File: config.mk
export PLATFORM = sky130hd
export DESIGN_NAME = spring_motor_ctrl
export DESIGN_NICKNAME = d
export VERILOG_FILES = /design/src/rtl/spring_motor_ctrl.sv
export SDC_FILE = /design/constraint.sdc
export NUM_CORES = 1
export LEC_CHECK = 0
export CAP_MARGIN = 40
export CORE_ASPECT_RATIO = 0.7
export CORE_UTILIZATION = 47
export DETAILED_ROUTE_END_ITERATION = 6
export HOLD_SLACK_MARGIN = 0.06
export SETUP_SLACK_MARGIN = 0.02
export SYNTH_ARGS = -nofsm -noshare
export SYNTH_HDL_FRONTEND = slang
export SYNTH_SLANG_ARGS = --single-unit
File: constraint.sdc
create_clock -name clk -period 7.1 [get_ports clk]
set_clock_uncertainty 0.05 [all_clocks]
set_input_delay 1.065 -clock clk [delete_from_list [all_inputs] [get_ports clk]]
set_output_delay 1.065 -clock clk [all_outputs]
set_load 0.01 [all_outputs]
File: src/rtl/spring_motor_ctrl.sv
// Spiral-motor dispense stage: runs the selected motor until the drop beam confirms a product, tracks per-slot stock.
// Optional build macro SPRING_RETRY_EN: the first jam timeout pauses the motor and spins once more before faulting.
module spring_motor_ctrl #(
    parameter int NUM_TRAYS     = 6,
    parameter int NUM_SLOTS     = 6,
    parameter int STOCK_W       = 4,
    parameter int INIT_STOCK    = 5,
    parameter int SPIN_TIMEOUT  = 200,
    parameter int SETTLE_CYCLES = 4
) (
    input  logic               clk,
    input  logic               rst_n,
    input  logic [2:0]         tray_sel,
    input  logic [2:0]         product_sel,
    input  logic               motor_req,
    input  logic               drop_sensor,
    input  logic               restock_en,
    input  logic [STOCK_W-1:0] restock_qty,
    output logic               motor_on,
    output logic               busy,
    output logic               vend_ok,
    output logic               vend_fail,
    output logic [1:0]         fault_code,
    output logic [STOCK_W-1:0] stock_level
);

    localparam int NUM_CELLS = NUM_TRAYS * NUM_SLOTS;
    localparam int IDX_W     = $clog2(NUM_CELLS);
    localparam int TIMER_W   = $clog2(SPIN_TIMEOUT + 1);
    localparam logic [TIMER_W-1:0] SPIN_LAST   = TIMER_W'(SPIN_TIMEOUT - 1);
    localparam logic [TIMER_W-1:0] SETTLE_LAST = TIMER_W'(SETTLE_CYCLES - 1);
    localparam logic [STOCK_W-1:0] STOCK_MAX   = '1;

    typedef enum logic [2:0] {
        IDLE,
        CHECK,
        SPIN,
        SETTLE,
        DONE,
        FAULT
`ifdef SPRING_RETRY_EN
        , PAUSE
`endif
    } state_t;

    function automatic logic sel_valid(input logic [2:0] t, input logic [2:0] p);
        return (int'(t) < NUM_TRAYS) && (int'(p) < NUM_SLOTS);
    endfunction

    function automatic logic [IDX_W-1:0] cell_of(input logic [2:0] t, input logic [2:0] p);
        return IDX_W'(int'(t) * NUM_SLOTS + int'(p));
    endfunction

    state_t               state, state_next;
    logic                 req_q, req_prev, request;
    logic                 ds_meta, ds_s;
    logic [2:0]           tray_q, prod_q;
    logic [IDX_W-1:0]     cell_q, cell_in;
    logic                 sel_ok_q, sel_ok_in;
    logic [TIMER_W-1:0]   timer;
    logic                 timer_clr, accept, fault_set;
    logic [1:0]           fault_val;
    logic [STOCK_W-1:0]   stock [NUM_CELLS];
    logic [STOCK_W:0]     restock_sum;
    logic [STOCK_W-1:0]   restock_val;
    logic                 restock_apply;
`ifdef SPRING_RETRY_EN
    logic                 retry_used, retry_take;
`endif

    assign request   = req_q & ~req_prev;
    assign cell_q    = cell_of(tray_q, prod_q);
    assign sel_ok_q  = sel_valid(tray_q, prod_q);
    assign cell_in   = cell_of(tray_sel, product_sel);
    assign sel_ok_in = sel_valid(tray_sel, product_sel);

    // Request edge detect and drop-beam synchroniser.
    always_ff @(posedge clk) begin
        if (!rst_n) begin
            req_q    <= 1'b0;
            req_prev <= 1'b0;
            ds_meta  <= 1'b0;
            ds_s     <= 1'b0;
        end else begin
            req_q    <= motor_req;
            req_prev <= req_q;
            ds_meta  <= drop_sensor;
            ds_s     <= ds_meta;
        end
    end

    always_comb begin
        state_next = state;
        timer_clr  = 1'b0;
        accept     = 1'b0;
        fault_set  = 1'b0;
        fault_val  = 2'd0;
        motor_on   = 1'b0;
        vend_ok    = 1'b0;
        vend_fail  = 1'b0;
        busy       = (state != IDLE);
`ifdef SPRING_RETRY_EN
        retry_take = 1'b0;
`endif
        case (state)
            IDLE: begin
                if (request) begin
                    accept     = 1'b1;
                    state_next = CHECK;
                end
            end
            CHECK: begin
                if (!sel_ok_q) begin
                    fault_set  = 1'b1;
                    fault_val  = 2'd1;
                    state_next = FAULT;
                end else if (stock[cell_q] == '0) begin
                    fault_set  = 1'b1;
                    fault_val  = 2'd2;
                    state_next = FAULT;
                end else begin
                    timer_clr  = 1'b1;
                    state_next = SPIN;
                end
            end
            SPIN: begin
                motor_on = 1'b1;
                // A drop seen on the timeout cycle still counts as a delivery.
                if (ds_s) begin
                    timer_clr  = 1'b1;
                    state_next = SETTLE;
                end else if (timer == SPIN_LAST) begin
`ifdef SPRING_RETRY_EN
                    if (!retry_used) begin
                        retry_take = 1'b1;
                        timer_clr  = 1'b1;
                        state_next = PAUSE;
                    end else begin
                        fault_set  = 1'b1;
                        fault_val  = 2'd3;
                        state_next = FAULT;
                    end
`else
                    fault_set  = 1'b1;
                    fault_val  = 2'd3;
                    state_next = FAULT;
`endif
                end
            end
            SETTLE: begin
                if (timer == SETTLE_LAST) state_next = DONE;
            end
            DONE: begin
                vend_ok    = 1'b1;
                state_next = IDLE;
            end
            FAULT: begin
                vend_fail  = 1'b1;
                state_next = IDLE;
            end
`ifdef SPRING_RETRY_EN
            PAUSE: begin
                if (timer == TIMER_W'(1)) begin
                    timer_clr  = 1'b1;
                    state_next = SPIN;
                end
            end
`endif
            default: state_next = IDLE;
        endcase
    end

    always_ff @(posedge clk) begin
        if (!rst_n) begin
            state      <= IDLE;
            timer      <= '0;
            tray_q     <= '0;
            prod_q     <= '0;
            fault_code <= 2'd0;
        end else begin
            state <= state_next;
            timer <= timer_clr ? '0 : timer + 1'b1;
            if (accept) begin
                tray_q     <= tray_sel;
                prod_q     <= product_sel;
                fault_code <= 2'd0;
            end else if (fault_set) begin
                fault_code <= fault_val;
            end
        end
    end

`ifdef SPRING_RETRY_EN
    always_ff @(posedge clk) begin
        if (!rst_n)          retry_used <= 1'b0;
        else if (accept)     retry_used <= 1'b0;
        else if (retry_take) retry_used <= 1'b1;
    end
`endif

    // Restock only lands while idle and no vend is starting on the same edge.
    always_comb begin
        restock_sum   = {1'b0, stock[cell_in]} + {1'b0, restock_qty};
        restock_val   = restock_sum[STOCK_W] ? STOCK_MAX : restock_sum[STOCK_W-1:0];
        restock_apply = restock_en && sel_ok_in && (state == IDLE) && !accept;
    end

    always_ff @(posedge clk) begin
        if (!rst_n) begin
            for (int i = 0; i < NUM_CELLS; i++) stock[i] <= STOCK_W'(INIT_STOCK);
            stock_level <= '0;
        end else begin
            if (state == DONE) begin
                stock[cell_q] <= stock[cell_q] - 1'b1;
            end else if (restock_apply) begin
                stock[cell_in] <= restock_val;
            end
            stock_level <= sel_ok_in ? stock[cell_in] : '0;
        end
    end

endmodule
# Yosys cells after proc, flatten, opt, wreduce, memory -nomap -nowiden
# Memories as Yosys holds them, arrays and structs flattened.
# Cells that the tools add are included.
op_classes:
  add_sub_neg: 5
  multipliers: 2
  order_cmp: 4
  eq_ne: 10
  muxes: 40
  bitwise_logic: 3
  n_reduce_logical: 15
op_table:
  columns: ["op", "n"]
  rows:
  - ["$mux W1", 21]
  - ["$mux W3", 6]
  - ["$add A6 B3 Y6", 2]
  - ["$lt A3 B3 Y1 const B", 4]
  - ["$mux W4", 3]
  - ["$mux W6", 2]
  - ["$pmux W3 S4", 1]
  - ["$mul A3 B2 Y5 const B", 2]
  - ["$add A8 B1 Y8 const B", 1]
  - ["$eq A8 B2 Y1 const B", 1]
  - ["$eq A8 B8 Y1 const B", 1]
  - ["$mux W2", 4]
  - ["$reduce_or A4 Y1", 2]
  - ["$eq A3 B2 Y1 const B", 2]
  - ["$eq A3 B3 Y1 const B", 2]
  - ["$add A4 B4 Y5", 1]
  - ["$logic_and A1 B1 Y1", 5]
  - ["$logic_not A4 Y1", 1]
  - ["$ne A2 B2 Y1 const B", 2]
  - ["$pmux W1 S2", 2]
  - ["$pmux W2 S2", 1]
  - ["$reduce_or A2 Y1", 2]
  - ["$sub A4 B1 Y4 const B", 1]
  - ["$eq A3 B1 Y1 const B", 1]
  - ["other kinds (8)", 9]
totals:
  reg_bits: 27
  ramBits: 144
  in_bits: 15
  out_inout_bits: 10
  wordCells: 90
  n_memories: 1
memory_table:
  columns: ["memory", "depth", "width", "read_ports", "rd_ports_with_merged_regs", "write_ports", "line_no", "source"]
  rows:
  - ["stock", 36, 4, 2, 0, 36, "63", "logic [STOCK_W-1:0] stock [NUM_CELLS];"]

# Depth between registers and ports, before layout
depth:
  depth_word: 12
  depth_mapped: 18
  mapped_depth_nobuf: 17

# Worst setup path before layout
# Ideal clock, no wire load.
synth_path:
  path_kind: "in2reg"
  startpoint: "input tray_sel[0]"
  endpoint: "memory stock[36][3] (data pin)"
  setup_ps: 336
  arrival_ps: 5699
  path_slack_ps: 1015
  cell_stages: 15
  path_buffers: 2
  cell_sequence: "ha_1 -> fa_1 -> xor2_1 -> buf_2 -> mux4_2 -> mux2i_1 -> o21ai_0 -> ha_1 -> fa_1 -> a21o_1 -> a21oi_1 -> nand2_1 -> nor2_1 -> clkbuf_1 -> nor2_1"
synth_lines:
  columns: ["item", "line_no", "source"]
  rows:
  - ["start: declaration", "13", "input logic [2:0] tray_sel,"]
  - ["end: declaration", "63", null]

==> flow_summary.toml <==
[sta]
fmax_mhz = 170
tns_ps = 0
fin_crit_sh_pct = 83.1
drv_slew = 0
rsz0062_at_grt = "false"
tightest_slew_ps = 937
hold_violations = 0
setup_viol = 0
fin_crit_ps = 5900
relSlewSlack_pct = 37.5

[grt]
grt_start_max_net_pins = 51
grt_use_total_pct = 27.1
overflow = 0
antenna_found_initial = 0
grt_first_pass_wirelength_um = 65900
grt_pass1_vias = 9905

[placement]
placed_cells = 1507
routabilityCongestion = 0.883
post-dp-hpwl_um = 30500
io_buffers = 24

[cts]
numCtsBuffers = 28
clk_pin_slew_ps = 70
cts_buffer_depth = 3
clock_latency_ps = 590
cts_tree = "yes"
root_buffer = "clkbuf_16"
clock_sinks = 283
ctsHoldBuffers = 0
cts_max_level = 1
post-cts-setup-buffers = 0
ctsResizeCount = 0

[finish]
drive_above_1_share_pct = 22.6
final_cells = 1557
num-fill-cells = 2626
layout_commonest_cell = "edfxtp_1"
area_growth_pct = 11.1
diodes = 0
nets = 1154
final_cell_mix = "edfxtp_1, mux4_2, nand2_1"

[floorplan]
start_util_pct = 48.4
die_h_um = 153
dieArea_um2 = 33300
core_um2 = 31600
die_w_um = 218
io_pins = 25
rows = 54

[detailed_routing]
drtIter0Drc = 1189
antenna_left = 0
vias = 10102
via_per_inst = 6.49
dr.pass1.iters = 6
drc = 0
wl_per_cell_um = 28.2
routed_wl_um = 44000

[setup_path]
worstSetupPathType = "in2reg"
endpoint_kind = "flip-flop"
worstSetupStartpointType = "primary input"
crit_required_ps = 7380
crit_arrival_ps = 6180
worstPathMaxFanout = 18

[job]
max_cap_viol_count = 0

[synthesis]
avgSynthCellArea_um2 = 13.7
ys_ff_latch = 283
synth_enable_flop_cells = 256
syn-num-nets = 1157
synth_warnings = 0
async_reset_ff_share_pct = 0
synth-seq-area-share_pct = 53.7
syn-cell-area_um2 = 15300
synth_cell_type_count = 70
syn_inst = 1120
synth_top_flop_cell = "edfxtp_1"

[power]
vdd_drop_max_mv = 0.178
p_per_area_nw_per_um2 = 299
p_leak_nw = 5.10

[worst_hold_path]
hold_class = "reg2reg"

[outcome]
status = "completed"
==> state kept, by name (all words and copies together), names as in the netlist <==
register / flops
ds_meta: 1
fault_code: 2
req_q: 1
prod_q: 3
stock_level: 4
tray_q: 3
stock: 256
state: 3
timer: 8
req_prev: 1
ds_s: 1
==> metrics by stage <==
step	area [µm²]	setup slack (ps)	hold slack [ps]	util, %	total power [mW]
5_1_grt	17000	957	414	53.8	5.27
6_report	17000	1200	384	53.8	5.09
3_3_place_gp	16000	834	368	50.5	3.51
2_1_floorplan	15300	1020	362	-	3.01
4_1_cts	17000	1260	385	53.8	5.09
3_5_place_dp	16100	678	369	50.9	3.57
==> power breakdown <==
group          total [mW]  leakage (nW)  switching [mW]  internal (mW)
sequential           2.05          2.46          0.0446           2.00
clock                1.54         0.449           0.658          0.880
combinational        1.50          2.19           0.997          0.507
total                5.09          5.10            1.70           3.39
==> routing by layer <==
layer	part of all wire (%)	vias up	global-route usage [%]
met3	11	51	8.32
met4	1.4	0	4.46
met5	0	-	0
met2	44	512	39.5
li1	-	4349	-
met1	43	5190	40.5
==> critical path: stages <==
cell,delay (ps)
clkdlybuf4s50_1,530
ha_1,290
fa_1,660
xor2_4,150
buf_4,360
mux4_2,560
mux2_2,270
nand2_1,60
o21ai_0,120
ha_1,260
fa_1,400
a21o_1,170
a21oi_1,130
nand2_1,170
o21ai_1,240
buf_4,260
or3_1,330
nor2_1,100
==> area by class of cell <==
| cell class | count | area, µm² | share of cell area (%) |
|---|---|---|---|
| sequential | 283 | 8230 | 48.4 |
| multi-input combinational | 718 | 6620 | 38.9 |
| clock buffer | 35 | 737 | 4.33 |
| timing repair buffer | 65 | 641 | 3.76 |
| tap | 420 | 526 | 3.09 |
| clock inverter | 15 | 188 | 1.10 |
| inverter | 21 | 78.8 | 0.463 |
==> final timing paths <==
path	depth (start not counted)	to	slack, ps	startpoint
worst max-delay path	18	stock[0][1]	1200	tray_sel[0]
worst min-delay path	1	ds_s	380	ds_meta
worst max register to register	12	stock[18][3]	1620	tray_q[0]
worst min register to register	1	ds_s	380	ds_meta
==> cell families (layout without fill, tap and decap cells) <==
| logic type | after synthesis | count (layout) | share of synthesized area, % |
|---|---|---|---|
| AND/OR/NAND/NOR | 391 | 391 | 12.1 |
| flip-flops | 283 | 283 | 53.7 |
| multiplexers | 167 | 167 | 22.2 |
| AO/OA/AOI/OAI | 120 | 120 | 5.25 |
| buffers and inverters | 119 | 136 | 3.58 |
| adder cells (fa/ha/maj) | 22 | 22 | 2.04 |
| XOR/XNOR | 18 | 18 | 1.13 |
==> synthesized netlist by cell type (6+ instances only) <==
master,n,share of area (%)
a211oi_1,9,0.44
a21o_1,6,0.29
a21oi_1,15,0.49
a31oi_1,6,0.25
and2_1,8,0.33
and3_1,11,0.45
buf_2,21,0.69
buf_4,7,0.34
clkbuf_1,59,1.4
dfxtp_1,27,3.5
edfxtp_1,256,50
ha_1,17,1.4
inv_1,21,0.51
mux2_2,7,0.51
mux2i_1,23,1.5
mux4_2,135,20
nand2_1,133,3.3
nand2b_1,7,0.29
nand3_1,17,0.56
nor2_1,118,2.9
nor3_1,15,0.49
nor3b_1,15,0.74
nor4_1,32,1.3
nor4_2,6,0.49
o21ai_0,47,1.5
or2_2,8,0.33
or3_1,6,0.25
xnor2_1,12,0.69
Note: power is estimated with default switching activity, not from simulation.
